`src/rtl/sccb_cfg_pkg.sv`:
```
// Shared types and constants for the SCCB power-up configuration sequencer.
// The DELAY state exists only when SCCB_CFG_DELAY_EN is defined.
package sccb_cfg_pkg;

  localparam int unsigned ENTRY_W = 16;

  typedef logic [ENTRY_W-1:0] entry_t;

  localparam entry_t     TBL_END        = 16'hFFFF;
  localparam logic [7:0] TBL_DELAY_ADDR = 8'hFE;

  typedef enum logic [3:0] {
    S_IDLE,
    S_PWR_WAIT,
    S_FETCH,
    S_ISSUE,
    S_WAIT_BH,
    S_WAIT_BL,
    S_GAP,
`ifdef SCCB_CFG_DELAY_EN
    S_DELAY,
`endif
    S_DONE,
    S_ERR
  } state_t;

  function automatic entry_t mk_entry(input logic [7:0] addr, input logic [7:0] val);
    return {addr, val};
  endfunction

endpackage

```
`src/rtl/sccb_cfg_rom.sv`:
```
// Combinational 256x16 register table: index -> {address, value}; 16'hFFFF ends the table.
// TABLE_SEL 0 is the camera power-up table, 1 is a bring-up table with a settle-delay entry.
module sccb_cfg_rom
  import sccb_cfg_pkg::*;
#(
  parameter int unsigned TABLE_SEL = 0
) (
  input  logic [7:0] index,
  output entry_t     entry
);

  always_comb begin
    entry = TBL_END;
    if (TABLE_SEL == 0) begin
      case (index)
        8'd0:    entry = mk_entry(8'h12, 8'h80);  // COM7: soft reset
        8'd1:    entry = mk_entry(8'h11, 8'h01);  // CLKRC: prescaler
        default: entry = TBL_END;
      endcase
    end else begin
      case (index)
        8'd0:    entry = mk_entry(8'h12, 8'h80);
        8'd1:    entry = mk_entry(TBL_DELAY_ADDR, 8'h03);
        8'd2:    entry = mk_entry(8'h11, 8'h01);
        default: entry = TBL_END;
      endcase
    end
  end

endmodule

```
`src/rtl/sccb_cfg_seq.sv`:
```
// Walks the register table and issues one SCCB_send write per entry via a toggle line.
// Optional macro SCCB_CFG_DELAY_EN: address 8'hFE entries become millisecond delays.
module sccb_cfg_seq
  import sccb_cfg_pkg::*;
#(
  parameter int unsigned CLK_HZ       = 50_000_000,
  parameter int unsigned PWR_WAIT_MS  = 20,
  parameter int unsigned GAP_CYCLES   = 1000,
  parameter int unsigned BUSY_TIMEOUT = 4096,
  parameter int unsigned XFER_TIMEOUT = 262143,
  parameter int unsigned AUTO_START   = 1,
  parameter int unsigned TABLE_SEL    = 0
) (
  input  logic       clk,
  input  logic       rst_n,
  input  logic       start,
  input  logic       busy,
  output logic       send,
  output logic [7:0] address,
  output logic [7:0] value,
  output logic [7:0] index,
  output logic       cfg_done,
  output logic       cfg_err
);

  localparam logic [17:0] MS_LAST  = 18'(CLK_HZ / 1000 - 1);
  localparam logic [7:0]  PW_LAST  = 8'(PWR_WAIT_MS - 1);
  localparam logic [17:0] GAP_LAST = 18'(GAP_CYCLES - 1);
  localparam logic [17:0] BH_LAST  = 18'(BUSY_TIMEOUT - 1);
  localparam logic [17:0] BL_LAST  = 18'(XFER_TIMEOUT - 1);

  state_t      state, next_state;
  entry_t      entry;
  logic [17:0] cnt;
  logic [7:0]  ms_cnt;
  logic        auto_launched;
  logic        ms_tick, auto_go;
  logic        restart, latch, toggle, idx_inc, set_done, set_err;
  logic        ms_phase, idle_phase;

  sccb_cfg_rom #(.TABLE_SEL(TABLE_SEL)) u_rom (
    .index(index),
    .entry(entry)
  );

  assign ms_tick = (cnt == MS_LAST);
  assign auto_go = (AUTO_START != 0) && !auto_launched;

`ifdef SCCB_CFG_DELAY_EN
  logic [7:0] dly_last;
  // index is frozen during DELAY, so the table entry still holds the ms count
  assign dly_last = entry[7:0] - 8'd1;
`endif

  always_ff @(posedge clk or negedge rst_n) begin
    if (!rst_n) state <= S_IDLE;
    else        state <= next_state;
  end

  always_comb begin
    next_state = state;
    unique case (state)
      S_IDLE:     if (start || auto_go) next_state = S_PWR_WAIT;
      S_PWR_WAIT: if (ms_tick && ms_cnt == PW_LAST) next_state = S_FETCH;
      S_FETCH: begin
        if (entry == TBL_END) next_state = S_DONE;
`ifdef SCCB_CFG_DELAY_EN
        else if (entry[15:8] == TBL_DELAY_ADDR)
          next_state = (entry[7:0] == '0) ? S_GAP : S_DELAY;
`endif
        else next_state = S_ISSUE;
      end
      S_ISSUE:    next_state = S_WAIT_BH;
      S_WAIT_BH: begin
        if (busy)                next_state = S_WAIT_BL;
        else if (cnt == BH_LAST) next_state = S_ERR;
      end
      S_WAIT_BL: begin
        if (!busy)               next_state = S_GAP;
        else if (cnt == BL_LAST) next_state = S_ERR;
      end
      S_GAP:      if (cnt == GAP_LAST) next_state = S_FETCH;
`ifdef SCCB_CFG_DELAY_EN
      S_DELAY:    if (ms_tick && ms_cnt == dly_last) next_state = S_GAP;
`endif
      S_DONE,
      S_ERR:      if (start) next_state = S_PWR_WAIT;
      default:    next_state = S_IDLE;
    endcase
  end

  always_comb begin
    restart    = 1'b0;
    latch      = 1'b0;
    toggle     = 1'b0;
    idx_inc    = 1'b0;
    set_done   = 1'b0;
    set_err    = 1'b0;
    ms_phase   = 1'b0;
    idle_phase = 1'b0;
    case (state)
      S_IDLE, S_DONE, S_ERR: begin
        idle_phase = 1'b1;
        restart    = (next_state == S_PWR_WAIT);
      end
      S_PWR_WAIT: ms_phase = 1'b1;
      S_FETCH: begin
        latch    = (next_state == S_ISSUE);
        set_done = (next_state == S_DONE);
      end
      S_ISSUE: toggle = 1'b1;
      S_WAIT_BH, S_WAIT_BL: set_err = (next_state == S_ERR);
      S_GAP: idx_inc = (next_state == S_FETCH);
`ifdef SCCB_CFG_DELAY_EN
      S_DELAY: ms_phase = 1'b1;
`endif
      default: ;
    endcase
  end

  always_ff @(posedge clk or negedge rst_n) begin
    if (!rst_n) begin
      send          <= 1'b0;
      address       <= '0;
      value         <= '0;
      index         <= '0;
      cfg_done      <= 1'b0;
      cfg_err       <= 1'b0;
      cnt           <= '0;
      ms_cnt        <= '0;
      auto_launched <= 1'b0;
    end else begin
      if (restart) begin
        cfg_done      <= 1'b0;
        cfg_err       <= 1'b0;
        index         <= '0;
        auto_launched <= 1'b1;
      end
      if (latch) begin
        address <= entry[15:8];
        value   <= entry[7:0];
      end
      if (toggle)   send     <= ~send;
      if (idx_inc)  index    <= index + 8'd1;
      if (set_done) cfg_done <= 1'b1;
      if (set_err)  cfg_err  <= 1'b1;
      // shared counter: per-state cycle count, or ms prescaler while waiting
      if (next_state != state || idle_phase) begin
        cnt    <= '0;
        ms_cnt <= '0;
      end else if (ms_phase && ms_tick) begin
        cnt    <= '0;
        ms_cnt <= ms_cnt + 8'd1;
      end else begin
        cnt <= cnt + 18'd1;
      end
    end
  end

endmodule

```
`config.mk`:
```
export PLATFORM = sky130hd
export DESIGN_NAME = sccb_cfg_seq
export DESIGN_NICKNAME = d
export VERILOG_FILES = /design/src/rtl/sccb_cfg_pkg.sv /design/src/rtl/sccb_cfg_rom.sv /design/src/rtl/sccb_cfg_seq.sv
export SDC_FILE = /design/constraint.sdc
export NUM_CORES = 1
export LEC_CHECK = 0
export ABC_CLOCK_PERIOD_IN_PS = 2770
export CORE_MARGIN = 2
export CORE_UTILIZATION = 25
export DETAILED_ROUTE_END_ITERATION = 10
export GPL_ROUTABILITY_DRIVEN = 0
export PLACE_DENSITY_LB_ADDON = 0.25
export SYNTH_ARGS = -nofsm -noshare
export SYNTH_HDL_FRONTEND = slang
export SYNTH_HIERARCHICAL = 1
export SYNTH_SLANG_ARGS = --single-unit
```
`constraint.sdc`:
```
create_clock -name clk -period 2.77 [get_ports clk]
set_clock_uncertainty 0.15 [all_clocks]
set_input_delay 0.554 -clock clk [delete_from_list [all_inputs] [get_ports clk]]
set_output_delay 0.554 -clock clk [all_outputs]
set_load 0.05 [all_outputs]
```
# Word level (Yosys, flattened, before mapping)
# Cells that the tools add are included.
[word_totals]
reg_bits = 58
latchBits = 0
ram_bits = 0
mem_bits_ro = 0
input_bits = 4
output_inout_bits = 27
wordCells = 77
n_memories = 0
[op_classes]
add_sub_neg = 3
multipliers = 0
n_div = 0
magnitude_cmp = 0
n_eq_ne = 21
shifts = 0
n_mux = 28
n_bitwise = 1
n_reduce_logical = 14
[op_table]
columns = ["op", "n"]
rows = [
  ["18-bit 2-to-1 mux", 2],
  ["4-bit 2-to-1 mux", 8],
  ["8-bit 2-to-1 mux", 4],
  ["16-bit one-hot mux with 2 select lines", 1],
  ["4-bit one-hot mux with 8 select lines", 1],
  ["4-bit by 3-bit == test with 1-bit output (second input constant)", 5],
  ["18-bit by 1-bit adder with 18-bit output (second input constant)", 1],
  ["18-bit by 10-bit == test with 1-bit output (second input constant)", 1],
  ["18-bit by 12-bit == test with 1-bit output (second input constant)", 1],
  ["18-bit by 16-bit == test with 1-bit output (second input constant)", 1],
  ["18-bit == test (second input constant)", 1],
  ["8-bit by 1-bit adder with 8-bit output (second input constant)", 2],
  ["16-bit == test (second input constant)", 1],
  ["4-bit by 2-bit == test with 1-bit output (second input constant)", 4],
  ["1-bit 2-to-1 mux", 11],
  ["4-bit by 1-bit == test with 1-bit output (second input constant)", 2],
  ["4-bit == test (second input constant)", 2],
  ["8-bit by 1-bit == test with 1-bit output (second input constant)", 1],
  ["8-bit by 5-bit == test with 1-bit output (second input constant)", 1],
  ["8-bit zero test", 1],
  ["2-bit nonzero test", 4],
  ["4-bit zero test", 1],
  ["4-bit != test", 1],
  ["2-bit OR reduction", 2],
  ["other kinds (6)", 8],
]

# Depth between registers and ports, before layout
# Gate-level depths: netlist (run 1).
[logic_depth]
depth_word = 9
mapped_depth = 10
depth_no_buf = 8

# Cells and area by module
# The synthesis (run 1) kept the hierarchy.
[by_module_without_submodules]
columns = ["mod", "instances", "cells_per_inst", "area_per_inst_um2", "seq_area_each_um2"]
rows = [
  ["sccb_cfg_seq", 1, 297, 3042.9, 1451.4],
  ["sccb_cfg_rom", 1, 19, 135.1, 0.0],
]

# Least setup slack after synthesis (run 1)
# OpenSTA, ideal clock, no wires.
[synth_timing]
kind = "register -> register"
from = "register index[3]"
to = "register address[1]"
setup_time_ns = 0.125
arrival_time_ns = 2.513
required_ns = 2.495
setup_slack_ns = -0.018
path_stages_with_launch = 11
n_path_buf = 2
period_less_slack_ns = 2.788
cell_sequence = "dfrtp_1 nor3_1 nand2_1 buf_4 and4_1 nand2_1 nor4_1 nor3_2 nand2_2 buf_6 mux2_2"
[synth_via]
elab_chain_cells = 7
elab_cells_between_ends = 8
cone_classes = "eq/ne (3); mux (4); reduce/logical (1)"
[synth_lines]
columns = ["item", "line", "rtl"]
rows = [
  ["start: declaration", "sccb_cfg_seq.sv:21", "output logic [7:0] index,"],
  ["start signal: assignment", "sccb_cfg_seq.sv:144", "if (idx_inc) index <= index + 8'd1;"],
  ["8-bit by 1-bit == test with 1-bit output / 8-bit zero test (equally long branches)", "sccb_cfg_rom.sv:15", "case (index)"],
  ["16-bit one-hot mux with 2 select lines *", "sccb_cfg_rom.sv:15", ""],
  ["net entry[1]", "sccb_cfg_seq.sv:33", "entry_t entry;"],
  ["16-bit == test *", "sccb_cfg_seq.sv:66", "if (entry == TBL_END) next_state = S_DONE;"],
  ["3-bit 2-to-1 mux *", "sccb_cfg_seq.sv:66", ""],
  ["4-bit one-hot mux with 8 select lines *", "sccb_cfg_seq.sv:62", "unique case (state)"],
  ["4-bit by 2-bit == test with 1-bit output *", "sccb_cfg_seq.sv:108", "latch = (next_state == S_ISSUE);"],
  ["1-bit 2-to-1 mux *", "sccb_cfg_seq.sv:101", "case (state)"],
  ["end signal: assignment", "sccb_cfg_seq.sv:140", "address <= entry[15:8];"],
  ["end: declaration", "sccb_cfg_seq.sv:19", "output logic [7:0] address,"],
]
# Mark *: on every way through the listed nets, which the timed path passes. The rest lies on a longest branch.
# A chain may end at the register's enable or synchronous reset.

# Worst setup path after layout (run 1)
[layout_timing]
from = "register index[3]"
to = "register address[0]"
# Same word-level chain as after synthesis.

==> results.md, run 1 <==
* Post-synthesis cell area at 3178 um^2
* Core box area at 12520 um^2
* R2R cell count at 9
* Antenna viol nets, final at 0
* Synthesized instance count at 316
* RR Endpoint: address[0]$_DFFE_PN0P_
* Buffers on Ports at 30
* Sequential area share after synthesis at 0.4567
* Leak at 0.001626 uW
* Syn_nets at 324
* Min-delay worst type: input pin to async pin
* Register-to-register setup slack at 270 ps
* Slew headroom at 0.4464
* Distinct cells, synth at 52
* P per Cell Area at 1120 nW/um^2
* Overall power at 4475 uW
* Met1 Resource Use GR at 0.1408
* Mean Syn Cell Area at 10.06 um^2
* Full die area at 13630 um^2
* Fill count at 1317
* Number of CTS-inserted buffers at 9
* Ys Warns at 6
* CP Cell Sequence: nor3_1, nand2_2, and4_1, nand2_1, nor4_1, buf_4, nor3_2, nand2_4, mux2_1
* Crit-path slowest cell: dfrtp_2
* CTS max path bufs at 2
* M2 GR Usage at 0.1780
* Vias in the first global route at 2339
* Most common cell after layout, fill and taps aside: dfrtp_1
* Period utilization at 0.9018
* HPWL Detailed at 5026 um
* Outcome: completed
* CP max stage delay at 450 ps
* RSZ-0062 raised after global routing: false
* Critical path type: flop to flop
* Share of layout cells above drive strength 1 at 0.1793
* WL final at 7117 um
* Crit Path Max Fanout at 16
* GRT Resource Usage Total at 0.1099
* Area growth syn-to-layout at 25.67%
* Die height at 116.8 um
* Peak supply drop at 0.3052 mV
* Worst r2r src: index[3]$_DFFE_PN0P_
* Grt met3 use at 0.02491
* Final Hold Fails at 0
* Seq cells post-synth at 58
* Most frequent cells in the layout: dfrtp_1 (56), clkdlybuf4s50_1 (29), nand2_1 (22), nor3_1 (22), nor2_1 (18)
* Buf/Inv on CP at 1
* Post CTS Setup Buffer Count at 0
* # diodes at 0
* Post-layout nets at 360
* Pin count of the biggest net entering global routing at 33
* I/O pin count at 31
* Final min period at 2498 ps
* 1st-pass router iterations at 4
* Setup Viol. Count Final at 0
* Initial core utilization at 0.2539
* Highest clock rate at 400.3 MHz
* Worst Setup End Kind: flop
* Per-cell routed wire length at 13.45 um
* First-pass GRT wire length at 11650 um
* Crit path required time at 2820 ps
* Number of synthesized flops with an enable pin at 0
* Residual DRC at 0
* Initial antenna violation count at 0
* Startpoint types: flop
* Gr busiest metal: met2
* H-tree levels at 3
* Die W at 116.8 um
* Sum of negative setup slack at 0 ps
* Max-slew violation count at 0
* Initial DRC count at 118
* CTS tree: done
* Async S/R FF share, synth at 1.000
* Vias at 2416
* Core Rows at 41
* Slew @ Worst Pin at 818.9 ps
* Fin util at 0.3191
* Worst path arrival time at 2550 ps
* TritonCTS Sinks at 58
* CP top delay family: simple AND/OR/NAND/NOR gates
* Clock-pin slew on the worst setup and hold paths at 50 ps
* Critical path launch point: index[3]$_DFFE_PN0P_
* GR Overflow Total at 0
* DR vias/cell at 4.567
* Main synth FF type: dfrtp_1
* CTS root buffer: clkbuf_16
* Max Cap Viol at 0
* Hold Slack at 104.6 ps
* Worst skew pair latency at 320 ps
==> Yosys cell counts (2+ instances only) <==
cell type | number | area share
nand2b_1 | 3 | 0.0059
and2_1 | 4 | 0.0079
nand2_1 | 23 | 0.027
a31oi_1 | 3 | 0.0059
or2_2 | 2 | 0.0039
and3_1 | 11 | 0.022
mux2_2 | 16 | 0.057
xnor2_1 | 10 | 0.028
nor2_1 | 18 | 0.021
nor4b_1 | 2 | 0.0055
nor2b_1 | 4 | 0.0079
o21bai_1 | 2 | 0.0047
clkbuf_1 | 2 | 0.0024
nor3b_1 | 2 | 0.0047
inv_1 | 7 | 0.0083
buf_4 | 14 | 0.033
mux2i_1 | 2 | 0.0063
buf_2 | 6 | 0.0094
nand3_1 | 17 | 0.027
nand4_1 | 11 | 0.022
o2111ai_1 | 2 | 0.0055
a21o_1 | 2 | 0.0047
and4_1 | 3 | 0.0083
ha_1 | 4 | 0.016
nor3_1 | 22 | 0.035
xor2_1 | 16 | 0.044
nor4_2 | 2 | 0.0079
nor4_1 | 9 | 0.018
dfrtp_1 | 58 | 0.46
a21oi_1 | 4 | 0.0063
o21ai_0 | 12 | 0.019
nand3b_1 | 3 | 0.0071
==> flip-flops by register name, summed over array words and instances, names as in the netlist <==
signal,cells
ms_cnt,8
send,1
address,8
state,4
cfg_err,1
cnt,18
cfg_done,1
auto_launched,1
value,8
index,8
==> final cells by class <==
| cell class | count | area [um^2] | area share |
|---|---|---|---|
| multi-input cells | 227 | 1558 | 0.3900 |
| flip-flops and latches | 58 | 1454 | 0.3640 |
| repair buffers | 49 | 475.5 | 0.1190 |
| clock buffers | 13 | 250.2 | 0.06266 |
| well taps | 172 | 215.2 | 0.05388 |
| inverters | 7 | 26.28 | 0.006579 |
| clock inverters | 3 | 15.01 | 0.003759 |
==> worst max-delay path by stage <==
stage	endpoint	slack, ps	depth (start not counted)
after floorplan	address[1]$_DFFE_PN0P_	0.9	10
after global placement	index[0]$_DFFE_PN0P_	2	7
after detailed placement	index[0]$_DFFE_PN0P_	-20	7
after CTS	address[0]$_DFFE_PN0P_	50	9
after global routing	address[0]$_DFFE_PN0P_	10	9
final	address[0]$_DFFE_PN0P_	270	9
==> kinds of logic (layout without fill, tap and decap cells) <==
kind of cell	after synthesis	in the layout	share of synthesized area
adder cells (fa/ha/maj)	4	4	0.01575
buffers and inverters	31	72	0.05827
multiplexers	19	19	0.06653
other	1	1	0.001180
AO/OA/AOI/OAI	32	32	0.06811
flip-flops	58	58	0.4567
AND/OR/NAND/NOR	145	145	0.2618
XOR/XNOR	26	26	0.07165
==> power by group <==
group / total [uW] / switching [uW] / internal, uW
Sequential: 1210 / 151 / 1060
Clock: 986 / 362 / 624
Combinational: 2280 / 1430 / 848
==> routing by layer <==
layer / share of wire / vias up
met5: 0 / -
met4: 0.0098 / 0
met3: 0.035 / 4
met2: 0.47 / 40
met1: 0.48 / 1173
li1: - / 1199
==> what timing repair did <==
| action | in CTS | in global routing |
|---|---|---|
| hold buffers | 0 | 0 |
| gates resized for setup | 0 | 3 |
| setup endpoints to repair | 0 | 16 |
==> worst reg2reg max path: stages, from the launching register on <==
cell	delay, ps
dfrtp_2	450
nor3_1	350
nand2_2	200
and4_1	230
nand2_1	50
nor4_1	40
buf_4	140
nor3_2	200
nand2_4	190
mux2_1	380
==> per-stage QoR <==
| stage | instances | setup WS, ps | instance area, um^2 |
|---|---|---|---|
| after floorplan | 316 | 0.9341 | 3181 |
| after global placement | 513 | 1.757 | 3712 |
| after detailed placement | 513 | -18.13 | 3712 |
| after CTS | 529 | 52.41 | 3978 |
| after global routing | 529 | 14.92 | 3994 |
| final | 529 | 271.9 | 3994 |
No activity file was read; power rests on OpenSTA's default activity.
==> inputs of run 2 (changes only) <==
- ABC_CLOCK_PERIOD_IN_PS: 2770 -> 3250
- clock period: 2.77 -> 3.25 ns (I/O delays scaled with it)
==> results.md, run 2 (synthesis gave the netlist of run 1 again) <==
* Outcome: completed
* CTS Hold Bufs at 0 (unchanged)
* Clock-pin slew on the worst setup and hold paths at 50 ps (about the same)
* Highest clock rate at 366.4 MHz (-8.5%)
* H-tree levels at 3 (unchanged)
* Sequential Power Share at 0.283 (+0.013)
* Max FFs per register at 18 (unchanged)
* Leak at 0.001566 uW (-3.7%)
* Die height at 116.8 um (unchanged)
* First-pass GRT wire length at 11980 um (+2.8%)
* Combinational share of power at 0.469 (-0.041)
* Peak supply drop at 0.2643 mV (-13%)
* CP dominant cell by count: nand2_1
* Register-to-register setup slack at 520 ps (+250 ps)
* GR Overflow Total at 0 (unchanged)
* Worst Setup End Kind: flop
* Final Hold Fails at 0 (unchanged)
* Antenna viol nets, final at 0 (unchanged)
* WL met3 at 301 um (+20%)
* RSZ-0062 raised after global routing: false
* Reg with most FFs: cnt
* Die W at 116.8 um (unchanged)
* P per Cell Area at 959.7 nW/um^2 (-14%)
* Initial DRC count at 105 (-11%)
* Crit Path Max Fanout at 16 (unchanged)
* Area growth syn-to-layout at 22.20%
* Core box area at 12520 um^2 (unchanged)
* Full die area at 13630 um^2 (unchanged)
* Crit-path slowest cell: dfrtp_1
* Initial antenna violation count at 0 (unchanged)
* Worst path arrival time at 2790 ps (+240 ps)
* Post-DP Area at 3597 um^2 (-3.1%)
* CTS max path bufs at 2 (unchanged)
* Final min period at 2729 ps (+231.4 ps)
* Slew @ Worst Pin at 803.7 ps (-15.16 ps)
* Clock Power Share at 0.247 (+0.027)
* Worst skew pair latency at 330 ps (about the same)
* WL final at 6989 um (-1.8%)
* Vias at 2413 (-0.12%)
* Switching part of the total power at 0.4349 (about the same)
* R2R cell count at 8 (-1)
* Min-delay worst type: input pin to async pin
* CTS tree: done
* Critical path type: flop to flop
* CP Cell Sequence: nor4_2, nand2_1, and4_1, nand2_1, nor4_1, nor3_2, nand2_2, mux2_1
* Most frequent cells in the layout: dfrtp_1 (58), clkdlybuf4s50_1 (29), nand2_1 (23)
* Hold Slack at 257.4 ps (+152.8 ps)
* Per-cell routed wire length at 13.49 um (+0.29%)
* Slew headroom at 0.4642 (+0.01780)
* Power Internal at 2106 uW (-17%)
* Pin count of the biggest net entering global routing at 36 (+9.1%)
* Period utilization at 0.8398 (-0.06199)
* Sum of negative setup slack at 0 ps (unchanged)
* I/O pin count at 31 (unchanged)
* Share of layout cells above drive strength 1 at 0.1474 (-0.03187)
* Number of CTS-inserted buffers at 9 (unchanged)
* Startpoint types: flop
* WL met2 at 3288 um (-2.3%)
* Core Rows at 41 (unchanged)
* Most common cell after layout, fill and taps aside: dfrtp_1
* RR Endpoint: address[0]$_DFFE_PN0P_
* Setup Viol. Count Final at 0 (unchanged)
* Residual DRC at 0 (unchanged)
* Design area at 3884 um^2 (-2.8%)
* GRT Resource Usage Total at 0.1124 (+0.002471)
* Buffers on Ports at 30 (unchanged)
* TritonCTS Sinks at 58 (unchanged)
* Post CTS Setup Buffer Count at 0 (unchanged)
* Max-slew violation count at 0 (unchanged)
* Post-layout nets at 350 (-2.8%)
* CP max stage delay at 460 ps (about the same)
* Psw at 1621 uW (-17%)
* HPWL Detailed at 4923 um (-2.1%)
* Vias in the first global route at 2425 (+3.7%)
* CTS resizes at 0 (unchanged)
* M1 WL at 3234 um (-5.7%)
* Max Cap Viol at 0 (unchanged)
* CTS root buffer: clkbuf_16
* # diodes at 0 (unchanged)
* Initial core utilization at 0.2539 (unchanged)
* Worst r2r src: index[5]$_DFFE_PN0P_
* 1st-pass router iterations at 5 (+1)
* Uppermost layer routed: met4
* Crit path required time at 3310 ps (+490 ps)
* DR vias/cell at 4.658 (+2.0%)
run 2: changes by cell type in the layout (fill, tap and decap cells not counted), sizes merged:
cell / delta
buf: -10
bufinv: +1
clkbuf: -1
clkinv: -1
run 2: final cells by class:
cell class	instances	area, um^2
clock buffer	12	246.5
sequential	58	1451
clock inverter	3	40.04
multi-input combinational	227	1541
tap	172	215.2
timing repair buffer	39	362.8
inverter	7	26.28
fill	1338	8633
run 2: metal layers:
metal,GRT usage,up-vias
met3,0.03062,14
met1,0.1404,1172
met5,0,-
met2,0.1815,47
li1,-,1180
met4,0.05098,0
run 2: critical path, delay by kind of cell, from the launching register on:
kind          cells  cell delay (ps)
simple gates      7             1580
flops             1              460
mux               1              410
run 2: worst max-delay path by stage:
stage                               from                     end  slack [ps]
global route        index[5]$_DFFE_PN0P_  address[0]$_DFFE_PN0P_         200
global placement                   start        cnt[6]$_DFF_PN0_         530
floorplan           index[3]$_DFFE_PN0P_  address[1]$_DFFE_PN0P_         460
finish              index[5]$_DFFE_PN0P_  address[0]$_DFFE_PN0P_         520
detailed placement  index[5]$_DFFE_PN0P_  address[0]$_DFFE_PN0P_         510
CTS                 index[5]$_DFFE_PN0P_  address[0]$_DFFE_PN0P_         500
run 2: per-stage QoR:
stage	std cells	total power (uW)	setup WS [ps]	util
after floorplan	316	2535	462.0	-
after global placement	503	2830	528.1	0.2874
after detailed placement	503	2836	514.2	0.2874
after CTS	518	3774	497.1	0.3103
after global routing	518	3967	204.1	0.3103
final	518	3727	520.5	0.3103
run 2: power by group through the flow:
stage          Sequential (uW)  Combinational (uW)  Clock [uW]
2_1_floorplan             1510                1020           0
3_3_place_gp              1070                1760           0
3_5_place_dp              1070                1760           0
4_1_cts                   1060                1770         945
5_1_grt                   1080                1910         972
6_report                  1060                1750         922
